**src/rtl/instr_fetch_unit_pkg.sv**
```systemverilog
// ----------------------------------------------------------------------------
// instr_fetch_unit_pkg
//   Shared definitions for the instruction fetch unit and its consumers.
//   Contents:
//     OPC_*          RV32 major opcode constants seen on the opcode output
//     NOP_INSN       canonical NOP (addi x0,x0,0), loaded into instr on reset
//     fetch_state_e  fetch FSM state encoding
//     align_word     clears address bits [1:0] of a redirect target
// ----------------------------------------------------------------------------
package instr_fetch_unit_pkg;

    localparam logic [6:0]  OPC_RTYPE  = 7'b0110011;
    localparam logic [6:0]  OPC_LOAD   = 7'b0000011;
    localparam logic [6:0]  OPC_STORE  = 7'b0100011;
    localparam logic [6:0]  OPC_BRANCH = 7'b1100011;

    localparam logic [31:0] NOP_INSN   = 32'h0000_0013;

    typedef enum logic [1:0] {
        ST_FETCH = 2'd0,  // issue a read request at pc
        ST_WAIT  = 2'd1,  // request outstanding, waiting for rvalid
        ST_HOLD  = 2'd2   // captured instruction parked until the decoder takes it
    } fetch_state_e;

    function automatic logic [31:0] align_word(input logic [31:0] addr);
        return {addr[31:2], 2'b00};
    endfunction

endpackage

```
**src/rtl/instr_fetch_unit.sv**
```systemverilog
// ----------------------------------------------------------------------------
// instr_fetch_unit
//   Single-outstanding-request instruction fetch stage. Issues one read per
//   instruction, registers the returned word together with its address, and
//   parks it while the decoder stalls. Redirects from execute either steer
//   the next request or, when a read is in flight, mark its data for discard.
//
//   Ports
//     clk            rising-edge clock
//     reset          synchronous active-high reset
//     imem_req       read request pulse (one cycle per request)
//     imem_addr      read address (= pc), meaningful while imem_req=1
//     imem_rvalid    read data valid pulse
//     imem_rdata     read data, valid with imem_rvalid
//     branch_taken   redirect request
//     branch_target  redirect address (bits [1:0] ignored)
//     stall          decoder cannot accept the presented instruction
//     instr_valid    instr / instr_pc hold a live instruction
//     instr          registered instruction word
//     instr_pc       registered address of instr
//     opcode         instr[6:0]
// ----------------------------------------------------------------------------
module instr_fetch_unit
    import instr_fetch_unit_pkg::*;
#(
    parameter logic [31:0] RESET_PC = 32'h0000_0000
) (
    input  logic        clk,
    input  logic        reset,
    output logic        imem_req,
    output logic [31:0] imem_addr,
    input  logic        imem_rvalid,
    input  logic [31:0] imem_rdata,
    input  logic        branch_taken,
    input  logic [31:0] branch_target,
    input  logic        stall,
    output logic        instr_valid,
    output logic [31:0] instr,
    output logic [31:0] instr_pc,
    output logic [6:0]  opcode
);

    fetch_state_e state_q, state_d;
    logic [31:0]  pc_q, pc_d;
    logic         squash_q, squash_d;
    logic         instr_valid_q, instr_valid_d;
    logic [31:0]  instr_q, instr_d;
    logic [31:0]  instr_pc_q, instr_pc_d;
    logic [31:0]  target_aligned;

    assign target_aligned = align_word(branch_target);

    // A redirect in FETCH suppresses the request so the stale pc never goes out.
    assign imem_req  = (state_q == ST_FETCH) && !branch_taken;
    assign imem_addr = pc_q;

    assign instr_valid = instr_valid_q;
    assign instr       = instr_q;
    assign instr_pc    = instr_pc_q;
    assign opcode      = instr_q[6:0];

    always_comb begin
        state_d       = state_q;
        pc_d          = pc_q;
        squash_d      = squash_q;
        instr_valid_d = instr_valid_q;
        instr_d       = instr_q;
        instr_pc_d    = instr_pc_q;

        case (state_q)
            ST_FETCH: begin
                if (branch_taken) begin
                    pc_d          = target_aligned;
                    instr_valid_d = 1'b0;
                end else begin
                    state_d = ST_WAIT;
                    // A live instruction presented with stall=0 is consumed now.
                    if (!stall) instr_valid_d = 1'b0;
                end
            end

            ST_WAIT: begin
                if (imem_rvalid) begin
                    state_d = ST_FETCH;
                    if (squash_q || branch_taken) begin
                        squash_d      = 1'b0;
                        instr_valid_d = 1'b0;
                        if (branch_taken) pc_d = target_aligned;
                    end else begin
                        instr_d       = imem_rdata;
                        instr_pc_d    = pc_q;
                        instr_valid_d = 1'b1;
                        pc_d          = pc_q + 32'd4;
                        if (stall) state_d = ST_HOLD;
                    end
                end else if (branch_taken) begin
                    // pc already points at the new target; the in-flight word
                    // is dropped on arrival. Later redirects simply overwrite pc.
                    squash_d      = 1'b1;
                    pc_d          = target_aligned;
                    instr_valid_d = 1'b0;
                end else if (!stall) begin
                    instr_valid_d = 1'b0;
                end
            end

            ST_HOLD: begin
                if (branch_taken) begin
                    instr_valid_d = 1'b0;
                    pc_d          = target_aligned;
                    state_d       = ST_FETCH;
                end else if (!stall) begin
                    instr_valid_d = 1'b0;
                    state_d       = ST_FETCH;
                end
            end

            default: begin
                state_d = ST_FETCH;
            end
        endcase
    end

    always_ff @(posedge clk) begin
        if (reset) begin
            state_q       <= ST_FETCH;
            pc_q          <= RESET_PC;
            squash_q      <= 1'b0;
            instr_valid_q <= 1'b0;
            instr_q       <= NOP_INSN;
            instr_pc_q    <= '0;
        end else begin
            state_q       <= state_d;
            pc_q          <= pc_d;
            squash_q      <= squash_d;
            instr_valid_q <= instr_valid_d;
            instr_q       <= instr_d;
            instr_pc_q    <= instr_pc_d;
        end
    end

endmodule

```
**config.mk**
```make
export PLATFORM = sky130hd
export DESIGN_NAME = instr_fetch_unit
export DESIGN_NICKNAME = d
export VERILOG_FILES = /design/src/rtl/instr_fetch_unit_pkg.sv /design/src/rtl/instr_fetch_unit.sv
export SDC_FILE = /design/constraint.sdc
export NUM_CORES = 1
export LEC_CHECK = 0
export ABC_AREA = 1
export ABC_CLOCK_PERIOD_IN_PS = 3200
export BUFFER_PORTS_ARGS = -buffer_cell sky130_fd_sc_hd__buf_2
export CORE_ASPECT_RATIO = 0.9
export CORE_MARGIN = 3
export CORE_UTILIZATION = 54
export DETAILED_ROUTE_END_ITERATION = 6
export PLACE_DENSITY_LB_ADDON = 0.1
export REMOVE_ABC_BUFFERS = 1
export SYNTH_ARGS = -nofsm -noshare
export SYNTH_HDL_FRONTEND = slang
export SYNTH_SLANG_ARGS = --single-unit
export TNS_END_PERCENT = 50
```
**constraint.sdc**
```tcl
create_clock -name clk -period 3.2 [get_ports clk]
set_clock_uncertainty 0.2 [all_clocks]
set_input_delay 0.16 -clock clk [delete_from_list [all_inputs] [get_ports clk]]
set_output_delay 0.16 -clock clk [all_outputs]
set_load 0.01 [all_outputs]
```
==> results of run 1 <==
## power groups by stage
stage	Combinational (mW)	Clock [mW]	Sequential, mW
after floorplan	0.169	0	1.40
after global placement	0.344	0	1.39
after detailed placement	0.357	0	1.39
after CTS	0.401	0.820	1.36
after global routing	0.456	0.863	1.37
final	0.412	0.809	1.36
## cell type report
| cell class | instances | area, µm² | share of cell area [%] |
|---|---|---|---|
| Clock inverter | 6 | 56.3 | 0.876 |
| Inverter | 54 | 203 | 3.15 |
| Tap cell | 119 | 149 | 2.32 |
| Sequential cell | 100 | 2000 | 31.1 |
| Multi-Input combinational cell | 539 | 2490 | 38.7 |
| Clock buffer | 10 | 138 | 2.14 |
| Timing Repair Buffer | 226 | 1390 | 21.7 |
## state kept, by name, summed over array words and instances (netlist names)
signal	cells
state_q	2
imem_addr	32
instr_pc	32
squash_q	1
instr_valid	1
instr	32
## worst max-delay path: stages (launching register included)
cell     delay [ns]
dfxtp_1        0.52
ha_1           0.31
nand3_2        0.14
inv_2          0.12
nand2_2        0.09
inv_2          0.10
nand2_2        0.07
nor2_1         0.13
xor2_1         0.15
nand2_1        0.07
a21oi_1        0.12
## timing repair
| item | 4_1_cts | 5_1_grt |
|---|---|---|
| setup endpoints to repair | 0 | 0 |
| hold endpoints to repair | 44 | 1 |
| hold buffers | 44 | 1 |
## through the flow
stage,cell area (µm²),instances
after global placement,5790,993
after floorplan,4690,693
final,6430,1054
after detailed placement,5790,993
after global routing,6430,1054
after CTS,6420,1053
## metal layers
| layer | up-vias | part of all wire [%] | routed length (µm) |
|---|---|---|---|
| li1 | 2793 | - | - |
| met1 | 2621 | 41 | 6720 |
| met2 | 301 | 49 | 7990 |
| met3 | 39 | 7.9 | 1290 |
| met4 | 0 | 1.9 | 310 |
| met5 | - | 0 | 0 |
## cells by family after synthesis
| group | after synthesis | share of synthesized area [%] |
|---|---|---|
| adders and majority gates | 1 | 0.253 |
| xor gates and xnor gates | 9 | 1.59 |
| and+or+nand+nor | 316 | 26.0 |
| DFF | 100 | 40.5 |
| AOI/OAI and AO/OA | 213 | 22.4 |
| buffers and inverters | 101 | 9.16 |
## cell usage after synthesis, drive strengths merged
library cell  instances  area [µm²]
clkinv                2        7.51
inv                  52         195
ha                    1        12.5
dfxtp               100        2000
nor3                  7        50.1
a211oi                2        15.0
o22ai                 1        6.26
buf                  27         175
nor2                117         469
o211a                 1        10.0
a221oi                5        50.0
o311ai                1        8.76
xor2                  9        78.8
nand4                 2        12.5
a31oi                 1        6.26
a21oi                78         390
nand3                20         105
o21ai               123         616
clkbuf               20        75.1
o21a                  1        7.51
nand2               170         651
## path summary, 6_finish.rpt
check | startpoint | endpoint | cells after the start
max | imem_addr[2] | imem_addr[16] | 10
min | branch_target[18] | imem_addr[18] | 5
max reg2reg | imem_addr[2] | imem_addr[16] | 10
min reg2reg | instr[20] | instr[20] | 2
==> out/results.tsv, run 1 <==
stage	metric	value	unit
clock_tree	clock latency on the worst-skew pair	0.37	ns
finish	most common cell after layout, fill and taps aside	buf_2	
detailed_routing	# DRC	0	
sta	RSZ-0062 raised after global routing	no	
power_and_ir_drop	Worst IR Drop VDD	0.289	mV
detailed_routing	DRT Pass-1 Iters	5	
logic_synthesis	Synth Register Bits	100	
floorplanning	area of the die	10300	µm²
place	Final GP Congestion	0.938	
power_and_ir_drop	PwrDens	402	nW/µm²
logic_synthesis	mapped cell area	4940	µm²
floorplanning	Starting Density	56.6	%
sta	worst slew pin tran	0.516	ns
global_route	gr usage total	30.8	%
finish	Net count, final	1000	
finish	share of cells above drive strength 1	23.5	%
power_and_ir_drop	clock network power share	31.3	%
critical_path	CP arrival	2.18	ns
power_and_ir_drop	Int Power	1.80	mW
clock_tree	clk buf depth	2	
logic_synthesis	sequential area share after synthesis	40.5	%
floorplanning	core area	8730	µm²
global_route	GRT busiest layer	met2	
hold_path	min-delay worst type	input pin to flip-flop	
power_and_ir_drop	Comb pwr share	15.9	%
place	I/O Buffers	171	
global_route	M1 GR Usage	39.1	%
global_route	GRT met2 Usage	52.8	%
detailed_routing	Routed wire per std cell	15.5	µm
critical_path	CP Data Required Time	3.30	ns
power_and_ir_drop	switching part of the total	30.3	%
power_and_ir_drop	sequential share of power	52.8	%
critical_path	Worst setup SP type	flip-flop	
finish	post-layout util	73.7	%
critical_path	Setup crit end kind	flip-flop	
logic_synthesis	Avg Inst Size Synth	6.68	µm²
global_route	initial antenna violation count	0	
sta	setup TNS	0	ns
detailed_routing	via count	5754	
sta	Max Fclk	481	MHz
status	run status	complete, no violations	
critical_path	R2R setup slack	1.12	ns
finish	fillers	718	
floorplanning	cell row count	32	
finish	most frequent cells in the layout	buf_2, nand2_1, o21ai_0	
clock_tree	H-tree depth	3	
sta	Min Hold Slack	0.0116	ns
detailed_routing	Antenna Nets Post-Route	0	
power_and_ir_drop	Psw	783	µW
global_route	first-pass GRT wire length	26200	µm
sta	# setup viols final	0	
finish	area grow syn2layout	30.1	%
clock_tree	Clock Sinks	100	
finish	diode count	0	
sta	min cycle time layout	2.08	ns
detailed_routing	WL final	16300	µm
power_and_ir_drop	overall power	2.59	mW
floorplanning	# IOs	174	
global_route	largest net degree at the start of global routing	56	
clock_tree	clock-pin slew on the worst setup and hold paths	0.11	ns
clock_tree	clk root buf	clkbuf_8	
power_and_ir_drop	Leakage	2.91	nW
sta	Final Hold Vio Count	0	
logic_synthesis	Netlist cell types	32	
floorplanning	Die Y	96.8	µm
global_route	GRT met3 Usage	5.54	%
run	max-cap viol count	0	
clock_tree	post-CTS sizing	0	
detailed_routing	1st-iter DRT viols	432	
place	dpl ws	1.18	ns
sta	Max-Slew Margin vs Limit	65.6	%
critical_path	critical path class	flip-flop to flip-flop	
sta	fin. max-slew vios	0	
global_route	vias in the first global route	5477	
sta	Final Cycle Share	65.0	%
detailed_routing	Vias/cell	5.46	
logic_synthesis	cell count after synthesis	740	
critical_path	critical path peak fanout	8	
clock_tree	TritonCTS Buffers	9	
logic_synthesis	Yosys warnings	0	
sta	Final Worst Setup Slack	1.12	ns
floorplanning	Die Width	107	µm
clock_tree	Post-CTS Setup Inserts	0	
global_route	GR Overflow Total	0	
place	dpl hpwl	10500	µm
clock_tree	CTS tree	built	
Note: power is estimated with default switching activity, not from simulation.
==> run 2: changes to the inputs <==
--- a/config.mk
+++ b/config.mk
@@ -6,11 +6,11 @@
 export NUM_CORES = 1
 export LEC_CHECK = 0
 export ABC_AREA = 1
-export ABC_CLOCK_PERIOD_IN_PS = 3200
+export ABC_CLOCK_PERIOD_IN_PS = 2040
 export BUFFER_PORTS_ARGS = -buffer_cell sky130_fd_sc_hd__buf_2
 export CORE_ASPECT_RATIO = 0.9
 export CORE_MARGIN = 3
-export CORE_UTILIZATION = 54
+export CORE_UTILIZATION = 50
 export DETAILED_ROUTE_END_ITERATION = 6
 export PLACE_DENSITY_LB_ADDON = 0.1
 export REMOVE_ABC_BUFFERS = 1
==> constraint.sdc (replaced) <==
create_clock -name clk -period 2.04 [get_ports clk]
set_clock_uncertainty 0.2 [all_clocks]
set_input_delay 0.102 -clock clk [delete_from_list [all_inputs] [get_ports clk]]
set_output_delay 0.102 -clock clk [all_outputs]
set_load 0.01 [all_outputs]
==> run 2 against run 1 <==
Compared with the run above:
- clock power increased by 82%
- sequential cell count did not move
- die area up 7.5%
- cell area is 5.5% higher
- maximum frequency grew 13%
- via count rose by 0.19%
- register-to-register slack worse by 0.93 ns
- count of clock-buffer cells in the layout decreased by 1
- final cell count rose by 3.4%
- core utilization down 1.3 points
- non-clock buffer count up 33
- first-iteration DRC count rose by 0.46%
- critical endpoint is now imem_addr[17]
==> out/results.tsv, run 2 (synthesis results as in run 1) <==
stage	metric	value	unit
finish	share of cells above drive strength 1	25.2	%
critical_path	critical path peak fanout	7	
critical_path	depth of the most critical reg-to-reg path	7	
detailed_routing	Routed wire per std cell	15.0	µm
sta	Final Worst Setup Slack	0.194	ns
floorplanning	area of the die	11100	µm²
critical_path	R2R setup slack	0.19	ns
sta	fin. max-slew vios	0	
place	Final GP Congestion	0.953	
detailed_routing	Antenna Nets Post-Route	0	
floorplanning	core area	9370	µm²
critical_path	Critical Path End	imem_addr[17]	
critical_path	CP arrival	1.92	ns
global_route	largest net degree at the start of global routing	39	
finish	area grow syn2layout	37.3	%
critical_path	Setup crit end kind	flip-flop	
status	run status	complete, no violations	
power_and_ir_drop	PwrDens	635	nW/µm²
detailed_routing	1st-iter DRT viols	434	
power_and_ir_drop	Psw	1.23	mW
hold_path	min-delay worst type	input pin to flip-flop	
finish	most frequent cells in the layout	buf_2, nand2_1, o21ai_0	
power_and_ir_drop	Worst IR Drop VDD	0.753	mV
global_route	GR Overflow Total	0	
finish	Net count, final	1033	
clock_tree	TritonCTS Buffers	9	
power_and_ir_drop	sequential share of power	49.3	%
hold_path	hold path depth	5	
global_route	initial antenna violation count	0	
detailed_routing	# DRC	0	
finish	final std cells w/o fill	1090	
clock_tree	Clock Sinks	100	
clock_tree	clock-pin slew on the worst setup and hold paths	0.11	ns
sta	# setup viols final	0	
clock_tree	Post-CTS Setup Inserts	0	
clock_tree	clk buf depth	2	
clock_tree	clk root buf	clkbuf_8	
sta	worst slew pin tran	0.407	ns
floorplanning	Die Width	111	µm
sta	Max Fclk	542	MHz
run	max-cap viol count	0	
global_route	first-pass GRT wire length	26800	µm
sta	Final Cycle Share	90.5	%
power_and_ir_drop	switching part of the total	28.5	%
global_route	gr usage total	29.4	%
power_and_ir_drop	Leakage	3.09	nW
power_and_ir_drop	Comb pwr share	16.6	%
critical_path	CP Data Required Time	2.12	ns
detailed_routing	via count	5765	
place	placed cells	1017	
critical_path	Worst setup SP type	flip-flop	
power_and_ir_drop	clock network power share	34.1	%
finish	fillers	799	
power_and_ir_drop	Int Power	3.08	mW
sta	Max-Slew Margin vs Limit	72.8	%
critical_path	R2R Path Start	imem_addr[4]	
place	I/O Buffers	171	
place	dpl ws	0.179	ns
sta	Min Hold Slack	0.0172	ns
place	dpl hpwl	11100	µm
critical_path	RR Endpoint	imem_addr[17]	
clock_tree	clock latency on the worst-skew pair	0.38	ns
clock_tree	CTS tree	built	
sta	min cycle time layout	1.85	ns
floorplanning	Die Y	100	µm
floorplanning	Starting Density	52.7	%
detailed_routing	DRT Pass-1 Iters	5	
floorplanning	# IOs	174	
finish	post-layout util	72.4	%
clock_tree	H-tree depth	3	
sta	Final Hold Vio Count	0	
detailed_routing	WL final	16400	µm
detailed_routing	Vias/cell	5.29	
critical_path	critical path class	flip-flop to flip-flop	
global_route	vias in the first global route	5526	
critical_path	Crit. Startpoint	imem_addr[4]	
finish	diode count	0	
sta	setup TNS	0	ns
floorplanning	cell row count	33	
finish	most common cell after layout, fill and taps aside	buf_2	
-- run 2: changes by cell type in the layout (fill, tap and decap cells not counted), sizes merged --
cell	delta
buf	+21
dlygate4sd3	+12
bufinv	+2
clkbuf	-1
clkinv	-1
clkinvlp	+1
inv	-1
-- run 2: routing by layer --
layer	vias up	wire, µm	global-route usage, %
met2	222	7620	49.9
li1	2857	-	-
met5	-	0	0
met4	0	333	8.81
met1	2656	7430	37.9
met3	30	995	6.39
-- run 2: worst min path at each step --
stage | startpoint | slack (ns) | to
floorplan | reset | -0.03 | imem_addr[8]
global placement | imem_rdata[4] | 0.10 | instr[4]
detailed placement | imem_rdata[0] | 0.10 | instr[0]
CTS | branch_target[10] | 0.001 | imem_addr[10]
global route | branch_target[10] | 0.04 | imem_addr[10]
finish | branch_target[10] | 0.02 | imem_addr[10]
-- run 2: area by class of cell --
type / count / area (µm²) / area share, %
Sequential cell: 100 / 2000 / 29.5
Clock buffer: 9 / 124 / 1.83
Clock inverter: 7 / 111 / 1.64
Tap cell: 122 / 153 / 2.25
Timing Repair Buffer: 259 / 1700 / 25.1
Inverter: 54 / 203 / 2.99
Multi-Input combinational cell: 539 / 2490 / 36.7
-- run 2: worst max-delay path: stages (launching register included) --
cell and delay (ns):
dfxtp_1 0.46, nand3_1 0.23, inv_1 0.18, nand2_1 0.16, nor3_2 0.20, a21oi_1 0.08, o21ai_0 0.16, a21oi_1 0.09
-- run 2: stage by stage --
stage                     total power, mW  area, µm²
after floorplan                      2.47       4690
after global placement               2.76       5970
after detailed placement             2.78       5970
after CTS                            4.32       6780
after global routing                 4.50       6790
final                                4.31       6790
-- run 2: power groups by stage --
| stage | combinational [mW] | sequential (mW) | clock (mW) |
|---|---|---|---|
| 6_report | 0.713 | 2.12 | 1.47 |
| 5_1_grt | 0.794 | 2.14 | 1.57 |
| 4_1_cts | 0.700 | 2.12 | 1.50 |
| 3_5_place_dp | 0.613 | 2.16 | 0 |
| 3_3_place_gp | 0.597 | 2.16 | 0 |
| 2_1_floorplan | 0.264 | 2.20 | 0 |
-- run 2: repair_timing --
action | CTS | global route
hold buffers | 57 | 0
setup endpoints to repair | 0 | 4
endpoints found under the hold margin | 76 | 0
resized for setup | 0 | 4
==> run 3: changes to the inputs <==
--- a/config.mk
+++ b/config.mk
@@ -6,7 +6,7 @@
 export NUM_CORES = 1
 export LEC_CHECK = 0
 export ABC_AREA = 1
-export ABC_CLOCK_PERIOD_IN_PS = 2040
+export ABC_CLOCK_PERIOD_IN_PS = 1850
 export BUFFER_PORTS_ARGS = -buffer_cell sky130_fd_sc_hd__buf_2
 export CORE_ASPECT_RATIO = 0.9
 export CORE_MARGIN = 3
==> constraint.sdc (replaced) <==
create_clock -name clk -period 1.85 [get_ports clk]
set_clock_uncertainty 0.2 [all_clocks]
set_input_delay 0.0925 -clock clk [delete_from_list [all_inputs] [get_ports clk]]
set_output_delay 0.0925 -clock clk [all_outputs]
set_load 0.01 [all_outputs]
==> run 3 against run 2 <==
Compared with the run above:
- total power is 9.4% higher
- wire length is 1.2% higher
- non-clock buffer count is 16 higher
- clock power is 5% higher
- sequential share of layout area is 0.64 points lower
- via count fell by 0.21%
- critical path type unchanged
==> out/results.tsv, run 3 (synthesis results as in run 1) <==
stage	metric	value	unit
sta	Min Hold Slack	0.0310	ns
clock_tree	clk buf depth	2	
finish	area grow syn2layout	40.7	%
sta	worst slew pin tran	0.368	ns
floorplanning	Die Width	111	µm
finish	fillers	745	
global_route	vias in the first global route	5302	
critical_path	CP top delay family	simple AND/OR/NAND/NOR gates	
global_route	initial antenna violation count	0	
sta	Max Fclk	561	MHz
finish	most frequent cells in the layout	buf_2, nand2_1, o21ai_0	
power_and_ir_drop	switching part of the total	27.0	%
power_and_ir_drop	PwrDens	678	nW/µm²
finish	diode count	0	
critical_path	worst path bufs/invs	2	
clock_tree	H-tree depth	3	
detailed_routing	Antenna Nets Post-Route	0	
status	run status	complete, no violations	
power_and_ir_drop	Worst IR Drop VDD	0.568	mV
power_and_ir_drop	Psw	1.27	mW
finish	most common cell after layout, fill and taps aside	buf_2	
global_route	gr usage total	29.0	%
critical_path	CP cell instances	ha_2 -> nand3_2 -> inv_2 -> nand2_2 -> inv_4 -> nand2_2 -> nor2_2 -> xor2_1 -> nand2_1 -> a21oi_1	
detailed_routing	# DRC	0	
sta	Final Hold Vio Count	0	
sta	Max-Slew Margin vs Limit	75.4	%
sta	Final Worst Setup Slack	0.0661	ns
critical_path	Crit path top cell by count	nand2_2	
detailed_routing	Vias/cell	5.21	
run	max-cap viol count	0	
finish	design area	6950	µm²
critical_path	Setup crit end kind	flip-flop	
power_and_ir_drop	sequential share of power	49.5	%
power_and_ir_drop	clock network power share	32.9	%
global_route	first-pass GRT wire length	26300	µm
clock_tree	clock latency on the worst-skew pair	0.37	ns
detailed_routing	1st-iter DRT viols	430	
critical_path	CP Data Required Time	1.95	ns
sta	Final Cycle Share	96.4	%
hold_path	min-delay worst type	input pin to flip-flop	
power_and_ir_drop	Comb pwr share	17.7	%
critical_path	critical path peak fanout	4	
clock_tree	clock-pin slew on the worst setup and hold paths	0.10	ns
critical_path	critical path class	flip-flop to flip-flop	
floorplanning	area of the die	11100	µm²
finish	Net count, final	1049	
place	I/O Buffers	171	
detailed_routing	Routed wire per std cell	15.0	µm
floorplanning	Die Y	100	µm
power_and_ir_drop	Int Power	3.44	mW
floorplanning	Starting Density	52.7	%
clock_tree	clk root buf	clkbuf_8	
floorplanning	# IOs	174	
detailed_routing	WL final	16600	µm
global_route	GR Overflow Total	0	
power_and_ir_drop	overall power	4.72	mW
floorplanning	core area	9370	µm²
critical_path	Worst setup SP type	flip-flop	
clock_tree	Clock Sinks	100	
floorplanning	cell row count	33	
detailed_routing	DRT Pass-1 Iters	5	
sta	setup TNS	0	ns
finish	share of cells above drive strength 1	27.7	%
sta	fin. max-slew vios	0	
global_route	largest net degree at the start of global routing	35	
place	Placed Area	6090	µm²
power_and_ir_drop	Leakage	3.20	nW
critical_path	CP arrival	1.88	ns
detailed_routing	via count	5753	
sta	# setup viols final	0	
critical_path	Crit-path slowest cell	dfxtp_1	
sta	min cycle time layout	1.78	ns
clock_tree	CTS tree	built	
place	dpl ws	0.0285	ns
clock_tree	TritonCTS Buffers	9	
place	dpl hpwl	11400	µm
place	Final GP Congestion	0.893	
critical_path	Max stage delay on crit path	0.35	ns
sta	RSZ-0062 raised after global routing	yes	
-- run 3: cell count changes in the layout (fill, tap and decap cells not counted), sizes merged --
cell,before,now
clkbuf,9,10
dlygate4sd3,57,58
inv,54,55
buf,202,217
clkinv,3,2
clkinvlp,2,0
-- run 3: metrics by stage --
step / instances / util, %
after floorplan: 693 / -
after global placement: 1031 / 65.0
after detailed placement: 1031 / 65.0
after CTS: 1104 / 73.5
after global routing: 1105 / 74.2
final: 1105 / 74.2
-- run 3: timing repair --
item,in CTS,in global routing
setup endpoints to repair,1,22
setup buffers,0,1
pin swaps,0,1
resized for setup,1,21
hold endpoints to repair,78,0
hold buffers,58,0
-- run 3: routing by layer --
layer	up-vias	routed length, µm	GRT usage [%]
met4	0	330	7.29
met5	-	0	0
met2	261	7710	48.9
met1	2584	7240	38.3
li1	2882	-	-
met3	26	1300	6.21
-- run 3: worst paths after layout --
kind	depth (start not counted)	end	slack, ns	from
max	10	imem_addr[16]	0.07	imem_addr[3]
min	5	imem_addr[8]	0.03	branch_target[8]
max reg2reg	10	imem_addr[16]	0.07	imem_addr[3]
min reg2reg	2	instr_valid	0.27	instr_valid
-- run 3: final cells by class --
class                      count  area (µm²)  area share, %
multi-input combinational    539        2530           36.3
sequential                   100        2010           28.9
timing repair buffer         275        1840           26.4
inverter                      54         205           2.95
tap                          122         153           2.20
clock buffer                  10         138           1.98
clock inverter                 5        82.6           1.19
-- run 3: worst reg2reg max path: stages (launching register included) --
cell and delay (ns):
dfxtp_1 0.35, ha_2 0.20, nand3_2 0.12, inv_2 0.11
nand2_2 0.10, inv_4 0.10, nand2_2 0.06, nor2_2 0.12
xor2_1 0.15, nand2_1 0.06, a21oi_1 0.14
-- run 3: power groups by stage --
stage               clock network [mW]  logic [mW]  registers [mW]
floorplan                            0       0.292            2.43
global placement                     0       0.700            2.37
detailed placement                   0       0.716            2.38
CTS                               1.59       0.815            2.33
global route                      1.69       0.919            2.34
finish                            1.55       0.833            2.33
